===== config.mk =====
export PLATFORM = sky130hd
export DESIGN_NAME = lab2_proc_multi_drop_unit
export DESIGN_NICKNAME = d
export VERILOG_FILES = /design/src/rtl/lab2_proc_multi_drop_unit_pkg.sv /design/src/rtl/lab2_proc_multi_drop_unit_counter.sv /design/src/rtl/lab2_proc_multi_drop_unit.sv
export SDC_FILE = /design/constraint.sdc
export NUM_CORES = 1
export LEC_CHECK = 0
export CAP_MARGIN = 30
export CORE_MARGIN = 2
export CORE_UTILIZATION = 23
export DETAILED_ROUTE_END_ITERATION = 10
export PLACE_DENSITY = 0.92
export SLEW_MARGIN = 20
export SYNTH_ARGS = -nofsm -noshare
export SYNTH_HDL_FRONTEND = slang
export SYNTH_HIERARCHICAL = 1
export SYNTH_SLANG_ARGS = --single-unit
export TNS_END_PERCENT = 10

===== constraint.sdc =====
create_clock -name clk -period 1.65 [get_ports clk]
set_clock_uncertainty 0.1 [all_clocks]
set_input_delay 0.4125 -clock clk [delete_from_list [all_inputs] [get_ports clk]]
set_output_delay 0.4125 -clock clk [all_outputs]
set_load 0.01 [all_outputs]

===== src/rtl/lab2_proc_multi_drop_unit_pkg.sv =====
// rtl/lab2_proc_multi_drop_unit_pkg.sv - shared widths and helpers for the multi-drop response unit
package lab2_proc_multi_drop_unit_pkg;

  // Width of mem_resp_4B_t; used only as the default message width.
  localparam int unsigned MEM_RESP_4B_NBITS = 46;

  function automatic int unsigned count_width(input int unsigned max_inflight);
    return $clog2(max_inflight + 1);
  endfunction

endpackage


===== src/rtl/lab2_proc_multi_drop_unit_counter.sv =====
// rtl/lab2_proc_multi_drop_unit_counter.sv - up/down counter with synchronous reset and load
module lab2_proc_UpDownCounter #(
  parameter int p_nbits = 2
) (
  input  logic               clk,
  input  logic               reset,
  input  logic               incr,
  input  logic               decr,
  input  logic               load,
  input  logic [p_nbits-1:0] load_data,
  output logic [p_nbits-1:0] count
);

  logic [p_nbits-1:0] count_q;
  logic [p_nbits-1:0] count_d;

  // Load has priority; a simultaneous increment and decrement cancel out.
  always_comb begin
    count_d = count_q;
    if (load)
      count_d = load_data;
    else if (incr && !decr)
      count_d = count_q + 1'b1;
    else if (decr && !incr)
      count_d = count_q - 1'b1;
  end

  always_ff @(posedge clk) begin
    if (reset)
      count_q <= '0;
    else
      count_q <= count_d;
  end

  assign count = count_q;

endmodule


===== src/rtl/lab2_proc_multi_drop_unit.sv =====
// rtl/lab2_proc_multi_drop_unit.sv - discards responses owed to squashed requests, up to p_max_inflight outstanding
module lab2_proc_multi_drop_unit
  import lab2_proc_multi_drop_unit_pkg::*;
#(
  parameter int p_msg_nbits    = MEM_RESP_4B_NBITS,
  parameter int p_max_inflight = 2
) (
  input  logic                                  clk,
  input  logic                                  reset,
  input  logic                                  req_sent,
  input  logic                                  drop,
  input  logic [p_msg_nbits-1:0]                istream_msg,
  input  logic                                  istream_val,
  output logic                                  istream_rdy,
  output logic [p_msg_nbits-1:0]                ostream_msg,
  output logic                                  ostream_val,
  input  logic                                  ostream_rdy,
  output logic                                  req_rdy,
  output logic [$clog2(p_max_inflight+1)-1:0]   num_inflight,
  output logic [$clog2(p_max_inflight+1)-1:0]   num_drop_pending
);

  localparam int CW = count_width(p_max_inflight);

  logic          resp_xfer;
  logic          discarding;
  logic          pending_nz;
  logic [CW-1:0] pending_load_data;

  assign pending_nz  = (num_drop_pending != '0);
  assign discarding  = drop | pending_nz;
  assign resp_xfer   = istream_val & istream_rdy;

  assign ostream_msg = istream_msg;
  assign ostream_val = istream_val & ~discarding & ~reset;
  assign istream_rdy = ~reset & (discarding | ostream_rdy);
  assign req_rdy     = ~reset & (num_inflight < CW'(p_max_inflight));

  // A request sent in the drop cycle is the redirected fetch, so it is left out of the reload.
  assign pending_load_data = num_inflight - CW'(resp_xfer);

  lab2_proc_UpDownCounter #(.p_nbits(CW)) inflight_ctr (
    .clk       (clk),
    .reset     (reset),
    .incr      (req_sent),
    .decr      (resp_xfer),
    .load      (1'b0),
    .load_data ('0),
    .count     (num_inflight)
  );

  lab2_proc_UpDownCounter #(.p_nbits(CW)) drop_pending_ctr (
    .clk       (clk),
    .reset     (reset),
    .incr      (1'b0),
    .decr      (resp_xfer & pending_nz),
    .load      (drop),
    .load_data (pending_load_data),
    .count     (num_drop_pending)
  );

  a_no_req_overflow: assert property (@(posedge clk) disable iff (reset)
    !(req_sent && (num_inflight == CW'(p_max_inflight))))
    else $error("request sent with inflight count at maximum");

  a_no_resp_underflow: assert property (@(posedge clk) disable iff (reset)
    !(istream_val && (num_inflight == '0)))
    else $error("response valid with no request inflight");

endmodule


==> impl_metrics.tcl, run 1 <==
set metrics [dict create \
    status "complete, no violations" \
    routed_wl_um 1150 \
    wl_per_cell_um 11.0 \
    antenna_found_initial 0 \
    timing.rr.end "drop_pending_ctr/count[1]" \
    ir_drop_uv 379 \
    clock_sinks 4 \
    worstReg2RegStart "drop_pending_ctr/count[1]" \
    synth_largest_area_cell "buf_4" \
    hold_start "inflight_ctr/count[0]" \
    clk_latency_ns 0.25 \
    io-pin-count 105 \
    cts_buffer_depth 2 \
    syn_area_sq_um 677 \
    hold_class "flop to flop" \
    yosysWarnings 6 \
    core_area_sq_um 2780 \
    power_density_nw_per_um2 632 \
    cp-end-kind "output pin" \
    fp.dieH_um 58.3 \
    place_inst 98 \
    slew_viol_final 0 \
    fp-row-count 19 \
    finalCritPeriodShare_pct 99.7 \
    ys_ff_latch 4 \
    initial_core_util_pct 24.3 \
    dp_slack_ns -0.618 \
    netlist_top_cells_area "buf_4 51%, dfxtp_1 12%, nand3b_1 4.4%, xor2_1 3.9%, nor2_1 2.8%" \
    drive_above_1_share_pct 35.6 \
    grt_max_degree 9 \
    nNetsFinal 128 \
    clkSlewWorstSetupHoldPaths_ns 0.04 \
    ys_types 19 \
    dr.pass1.iters 4 \
    crit_required_ns 1.14 \
    gp_congestion 0.701 \
    synth_top_area_share_pct 51.0 \
    dieWidth_um 58.3 \
    ff2ff_path_depth 7 \
    path_cells "buf_4, nor4_2, buf_2" \
    avgSynthCellArea_sq_um 7.96 \
    cts_htree_levels 1 \
    instances_no_fill 104 \
    fin_ws_ns 0.00485 \
    hold_violations 0 \
    worst-path-max-fanout 3 \
    cts-buffers-inserted 3 \
    io_buffers 12 \
    path_delay_family "flip-flops" \
    path_class "flop to output pin" \
    holdPathEnd "inflight_ctr/count[0]" \
    grt_overflow 0 \
    cts_tree "yes" \
    grt_pass1_vias 414 \
    crit_slowest_cell "dfxtp_4" \
    rsz0062_at_grt "yes" \
    max_freq_ghz 0.608 \
    first_iter_violations 3 \
    drc_errors 0 \
    antenna_left 0 \
    leakagePower_uw 0.000303 \
    synth_cells 85 \
    dp_hpwl_um 794 \
    area_growth_pct -2.40 \
    avgViaCountPerCell 4.23 \
    maxCapViolCount 0 \
    post-route-util_pct 23.8 \
    vias 440 \
    ys_seq_area_share_pct 11.8 \
    reg2reg_slack_ns 0.09 \
    dpl_cell_area_sq_um 577 \
    cp.depth 3 \
    grt_first_pass_wirelength_um 1820 \
    setup-violations-final 0 \
    cp-start-kind "flop" \
    crit_buf_inv 2 \
    crit_path_max_incr_delay_ns 0.35 \
    final_cell_area_sq_um 661 \
    root_buffer "clkbuf_4" \
    hold_depth 2 \
    antenna_cells 0 \
    arrival_ns 1.13 \
    grtUsageTotal_pct 7.36 \
    post-route-min-period_ns 1.65 \
    die_area_sq_um 3390 \
]
-- layout make-up --
type / count / area, sq um
fillers: 296 / 2120
multi-input cells: 42 / 323
repair buffers: 22 / 184
flip-flops and latches: 4 / 85.1
well taps: 31 / 38.8
clock buffers: 3 / 22.5
inverters: 2 / 7.51
-- synth_stat cells --
master / n
nand2b_4: 1
nor4_2: 1
dfxtp_1: 4
nor2_1: 5
conb_1: 1
nor3_1: 2
ha_1: 1
and3b_1: 2
o311ai_1: 2
inv_1: 2
nor4_1: 1
xor2_1: 3
or3b_1: 2
xnor2_1: 2
o21ai_0: 2
o31ai_1: 2
nor3b_1: 2
buf_4: 46
nand3b_1: 4
-- per-layer routing --
| metal | vias up | wire length [um] | track usage (%) |
|---|---|---|---|
| met2 | 36 | 525 | 10.2 |
| met1 | 187 | 419 | 6.97 |
| met4 | 0 | 75 | 9.30 |
| li1 | 203 | - | - |
| met3 | 14 | 127 | 3.79 |
| met5 | - | 0 | 0 |
-- sequential cells by signal, indices dropped and copies added, names as in the netlist --
| register | flops |
|---|---|
| drop_pending_ctr/count | 2 |
| inflight_ctr/count | 2 |
-- cells by family (layout without fill, tap and decap cells) --
| kind of cell | count (synthesis) | count (layout) | share of synthesized area [%] |
|---|---|---|---|
| buf+inv | 48 | 27 | 52.1 |
| simple gates | 20 | 20 | 20.9 |
| compound gates | 6 | 6 | 6.28 |
| xor+xnor | 5 | 5 | 6.47 |
| flops | 4 | 4 | 11.8 |
| fa+ha+maj | 1 | 1 | 1.85 |
| other cells | 1 | 10 | 0.554 |
-- how the worst max path moves through the flow --
stage,from,endpoint,slack [ns]
after floorplan,drop_pending_ctr/count[1],drop_pending_ctr/count[1],0.15
after global placement,reset,ostream_val,-0.59
after detailed placement,istream_val,ostream_val,-0.62
after CTS,ostream_rdy,inflight_ctr/count[1],-0.16
after global routing,drop_pending_ctr/count[1],ostream_val,-0.04
final,drop_pending_ctr/count[1],ostream_val,0.005
-- power by group --
group	switching (uW)	total, uW	leakage (uW)	internal, uW
Clock	49.8	132	0.0000138	82.0
Combinational	69.8	159	0.000255	89.4
Sequential	16.7	126	0.0000341	110
Total	136	417	0.000303	281
-- metrics by stage --
| stage | setup TNS [ns] | hold slack, ns | power (uW) |
|---|---|---|---|
| final | 0 | 0.524 | 417 |
| after global routing | -0.0713 | 0.583 | 447 |
| after CTS | -0.630 | 0.524 | 404 |
| after detailed placement | -3.26 | 0.512 | 270 |
| after global placement | -3.12 | 0.504 | 267 |
| after floorplan | 0 | 0.412 | 303 |
-- worst register-to-register path, stage by stage, from the launching register on --
cell	delay (ns)
dfxtp_4	0.35
nor4_4	0.30
buf_4	0.17
nor2_4	0.05
ha_4	0.15
xor2_2	0.14
nand3b_1	0.09
o311ai_1	0.09
-- repair_timing --
item	4_1_cts	5_1_grt
hold buffers	0	0
pin swaps	1	3
buffers inserted	3	1
resized for setup	23	10
setup endpoints to repair	11	6
-- layout by cell type, fill, tap and decap left out, types with 3 or more instances in the layout --
cell type / synthesis / final
dlygate4sd2_1: 0 / 5
clkbuf_4: 0 / 3
nor2_1: 5 / 3
nand3b_1: 4 / 4
conb_1: 1 / 10
buf_4: 46 / 10
Note: power is estimated with default switching activity, not from simulation.
==> run 2: changes to the inputs <==
- CORE_UTILIZATION: 23 -> 50
- DONT_BUFFER_PORTS: not set -> 1
- PLACE_DENSITY: 0.92 -> 0.75
==> run 2 against run 1 <==
  * Final area down 32%
  * Global-route usage up 4.8 points
  * Register-to-register slack better by 0.06 ns
  * Worst hold slack worse by 0.35 ns
  * Sequential share of layout area increased by 5.0 points
  * Via count is 18% lower
  * Sequential cell count did not move
  * First-iteration DRC count fell by 67%
  * Highest routed layer unchanged
  * Non-clock buffer count shrank 19
  * Core utilization is 11 points higher
  * Sequential power is essentially flat
  * Clock power fell by 5%
==> impl_metrics.tcl, run 2 (synthesis gave the netlist of run 1 again) <==
set metrics [dict create \
    drc_errors 0 \
    nNetsFinal 109 \
    dr_wl_met2_um 481 \
    p_seq_share_pct 35.8 \
    crit_required_ns 1.14 \
    fp.dieH_um 40.8 \
    dieWidth_um 40.8 \
    first_iter_violations 1 \
    power_switching_uw 106 \
    cp-start-kind "flop" \
    met1_length_um 340 \
    setup-tns-final_ns 0 \
    gp_congestion 0.659 \
    clock_sinks 4 \
    antenna_found_initial 0 \
    die_area_sq_um 1660 \
    worst-path-max-fanout 6 \
    antenna_left 0 \
    grt_pass1_vias 281 \
    sw_frac_of_total_pct 30.9 \
    p_clk_share_pct 36.7 \
    initial_core_util_pct 52.7 \
    cp-end-kind "output pin" \
    root_buffer "clkbuf_4" \
    io-pin-count 105 \
    max_freq_ghz 0.623 \
    whs_ns 0.177 \
    routed_wl_um 1030 \
    grt_first_pass_wirelength_um 1280 \
    path_class "flop to output pin" \
    path_delay_family "flip-flops" \
    instances_no_fill 69 \
    top_layer "met4" \
    hold_buffers 0 \
    leakagePower_uw 0.000193 \
    arrival_ns 1.09 \
    dpl_cell_area_sq_um 407 \
    crit_path_max_incr_delay_ns 0.32 \
    cts_htree_levels 1 \
    core_area_sq_um 1280 \
    hold_violations 0 \
    wl_per_cell_um 14.9 \
    rsz0062_at_grt "no" \
    cts-buffers-inserted 3 \
    post-route-min-period_ns 1.61 \
    comb_power_share_pct 27.5 \
    final_cell_area_sq_um 448 \
    io_buffers 0 \
    dp_hpwl_um 807 \
    grt_max_degree 14 \
    dr.pass1.iters 4 \
    place_inst 66 \
    grtUsageTotal_pct 12.2 \
    slew_viol_final 0 \
    antenna_cells 0 \
    area_growth_pct -33.8 \
    path_cells "buf_6, nor4_4, buf_4" \
    final_common_cell "conb_1" \
    final_cell_mix "10 x conb_1, 5 x nor2_1, 4 x nand3b_1, 4 x dfxtp_1" \
    clk_latency_ns 0.23 \
    clkSlewWorstSetupHoldPaths_ns 0.05 \
    hold_class "input port to flop" \
    drive_above_1_share_pct 16.7 \
    vias 360 \
    maxCapViolCount 0 \
    fp-row-count 13 \
    finalCritPeriodShare_pct 97.3 \
    cts_tree "yes" \
    cts_buffer_depth 2 \
    grt_overflow 0 \
    crit_buf_inv 2 \
    wl_met3_um 144 \
    ir_drop_uv 321 \
    internal-power_uw 237 \
    avgViaCountPerCell 5.22 \
    status "complete, no violations" \
    power_density_nw_per_um2 764 \
    setup-violations-final 0 \
    crit_slowest_cell "dfxtp_1" \
]
==> run 2: path summary, 6_finish.rpt <==
check                               to  cells past startpoint  slack (ns)                       from
max                        ostream_val                      3        0.04  drop_pending_ctr/count[0]
min          drop_pending_ctr/count[0]                      1        0.18                      reset
max reg2reg  drop_pending_ctr/count[1]                      6        0.15  drop_pending_ctr/count[1]
min reg2reg      inflight_ctr/count[0]                      2        0.58      inflight_ctr/count[0]
==> run 2: layout make-up <==
type	instances	area (sq um)
multi-input cells	42	293
flip-flops and latches	4	80.1
inverters	2	7.51
fillers	150	837
well taps	15	18.8
repair buffers	3	26.3
clock buffers	3	22.5
==> run 2: power groups by stage <==
stage / clock network, uW / logic [uW] / registers (uW)
after floorplan: 0 / 173 / 129
after global placement: 0 / 83.4 / 124
after detailed placement: 0 / 85.3 / 124
after CTS: 131 / 87.5 / 122
after global routing: 141 / 108 / 124
final: 125 / 94.1 / 123
==> run 2: what timing repair did <==
action | 4_1_cts | 5_1_grt
setup buffers | 0 | 0
gates resized for setup | 1 | 2
pin swaps | 1 | 0
endpoints found under the setup margin | 1 | 1
==> run 2: metrics by stage <==
stage	util (%)	total power (uW)	setup slack, ns
final	34.9	342	0.0446
after detailed placement	31.6	209	0.0988
after global placement	31.6	207	0.131
after global routing	34.9	374	0.00321
after floorplan	-	303	0.150
after CTS	33.9	341	0.0216
==> run 2: metal layers <==
| layer | vias up | GRT usage (%) |
|---|---|---|
| li1 | 166 | - |
| met1 | 146 | 14.5 |
| met2 | 36 | 12.1 |
| met3 | 12 | 9.24 |
| met4 | 0 | 13.3 |
| met5 | - | 0 |
==> run 3: changes to the inputs <==
- ABC_CLOCK_PERIOD_IN_PS: not set -> 1650
- CORE_UTILIZATION: 50 -> 44
- PLACE_DENSITY: 0.75 -> 0.69
==> run 3 against run 2 <==
  * The run now ends with negative setup slack left
  * Core utilization decreased by 4.2 points
  * Critical path depth did not move
  * Sequential cell count stayed put
  * Final area up 0.56%
  * Non-clock buffer count is the same
  * Die area is 12% higher
  * Sequential power is essentially flat
  * Sequential share of layout area up 0.18 points
  * Final cell count grew 1.4%
  * Worst setup slack got worse by 0.048 ns
  * First-iteration DRC count grew to 3.0 times the previous value
  * Combinational power barely moved
  * Critical endpoint unchanged
==> impl_metrics.tcl, run 3 (synthesis gave the netlist of run 1 again) <==
set metrics [dict create \
    status "finished, violations left" \
    violations "negative setup slack" \
    slew_viol_final 0 \
    post-route-util_pct 30.6 \
    io_buffers 0 \
    antenna_found_initial 0 \
    final_cell_mix "10 x conb_1, 5 x nor2_1, 4 x nand3b_1" \
    final_common_cell "conb_1" \
    io-pin-count 105 \
    drc_errors 0 \
    hold_depth 1 \
    cp-end-kind "output pin" \
    dr.pass1.iters 2 \
    clk_latency_ns 0.24 \
    initial_core_util_pct 46.0 \
    grt_first_pass_wirelength_um 1390 \
    path_class "flop to output pin" \
    worst-path-max-fanout 6 \
    leakagePower_uw 0.000194 \
    grt_max_degree 14 \
    ff2ff_path_depth 6 \
    routed_wl_um 977 \
    crit_path_max_incr_delay_ns 0.32 \
    fin_ws_ns -0.00332 \
    grt_pass1_vias 326 \
    clkSlewWorstSetupHoldPaths_ns 0.04 \
    setup-violations-final 1 \
    cts_htree_levels 1 \
    maxCapViolCount 0 \
    power_density_nw_per_um2 757 \
    timing.rr.end "drop_pending_ctr/count[1]" \
    antenna_cells 0 \
    wl_per_cell_um 14.0 \
    post-route-min-period_ns 1.65 \
    cts_buffer_depth 2 \
    core_area_sq_um 1470 \
    crit_required_ns 1.14 \
    root_buffer "clkbuf_4" \
    fp.dieH_um 43.2 \
    first_iter_violations 3 \
    holdPathEnd "drop_pending_ctr/count[0]" \
    hold_violations 0 \
    nNetsFinal 109 \
    antenna_left 0 \
    max_freq_ghz 0.605 \
    clock_sinks 4 \
    cp-start-kind "flop" \
    drive_above_1_share_pct 18.5 \
    cts_setup_buffers 0 \
    dieWidth_um 43.2 \
    reg2reg_slack_ns 0.11 \
    fillers 159 \
    hold_class "input port to flop" \
    grt_overflow 0 \
    cts_tree "yes" \
    ir_drop_uv 207 \
    area_growth_pct -33.5 \
    fp-row-count 14 \
    gp_congestion 0.637 \
    rsz0062_at_grt "yes" \
    die_area_sq_um 1870 \
    vias 350 \
    cts-buffers-inserted 3 \
    hold_start "reset" \
    worstReg2RegStart "drop_pending_ctr/count[1]" \
    path_cells "buf_6, nor4_4, buf_4" \
    arrival_ns 1.14 \
    dp_hpwl_um 688 \
    grtUsageTotal_pct 10.9 \
    avgViaCountPerCell 5.00 \
    finalCritPeriodShare_pct 100 \
    crit_slowest_cell "dfxtp_2" \
    dp_slack_ns 0.0842 \
    hold_buffers 0 \
]
[run 3: changes by cell type in the layout (fill, tap and decap cells not counted)]
cell     change
dfxtp_2      +1
dfxtp_1      -1
[run 3: final cells by class]
| type | count | area, sq um | area share (%) |
|---|---|---|---|
| multi-input combinational | 42 | 293 | 65.0 |
| timing repair buffer | 3 | 26.3 | 5.83 |
| tap | 16 | 20.0 | 4.44 |
| clock buffer | 3 | 22.5 | 5.00 |
| sequential | 4 | 81.3 | 18.1 |
| inverter | 2 | 7.51 | 1.67 |
[run 3: how the worst max path moves through the flow]
| stage | startpoint | to | cells after the start |
|---|---|---|---|
| CTS | drop_pending_ctr/count[0] | ostream_val | 3 |
| floorplan | drop_pending_ctr/count[1] | drop_pending_ctr/count[1] | 6 |
| global route | drop_pending_ctr/count[0] | ostream_val | 3 |
| finish | drop_pending_ctr/count[0] | ostream_val | 3 |
| global placement | ostream_rdy | drop_pending_ctr/count[1] | 6 |
| detailed placement | ostream_rdy | drop_pending_ctr/count[1] | 6 |
[run 3: power breakdown]
part	switching, uW	internal, uW
clock	42.0	81.4
sequential	14.2	109
combinational	47.7	46.6
total	104	237
[run 3: repair_timing]
item | 4_1_cts | 5_1_grt
pin swaps | 1 | 1
setup endpoints to repair | 1 | 1
gates resized for setup | 1 | 3
[run 3: stage by stage]
step / TNS, ns / std cells / hold WS [ns] / instance area (sq um) / total power (uW)
floorplan: 0 / 94 / 0.412 / 711 / 303
global placement: 0 / 67 / 0.414 / 408 / 207
detailed placement: 0 / 67 / 0.420 / 408 / 208
CTS: 0 / 70 / 0.163 / 437 / 338
global route: -0.0367 / 70 / 0.150 / 450 / 368
finish: -0.00332 / 70 / 0.164 / 450 / 341
[run 3: worst max-delay path, delay by kind of cell (launching register included)]
| kind | cells | cell delay [ns] |
|---|---|---|
| DFF | 1 | 0.32 |
| buffers and inverters | 2 | 0.29 |
| and+or+nand+nor | 1 | 0.28 |
[run 3: routing by layer]
metal	part of all wire, %	up-vias	GRT usage, %
li1	-	165	-
met1	33	152	9.72
met2	48	27	14.3
met3	15	6	8.51
met4	2.8	0	12.1
met5	0	-	0
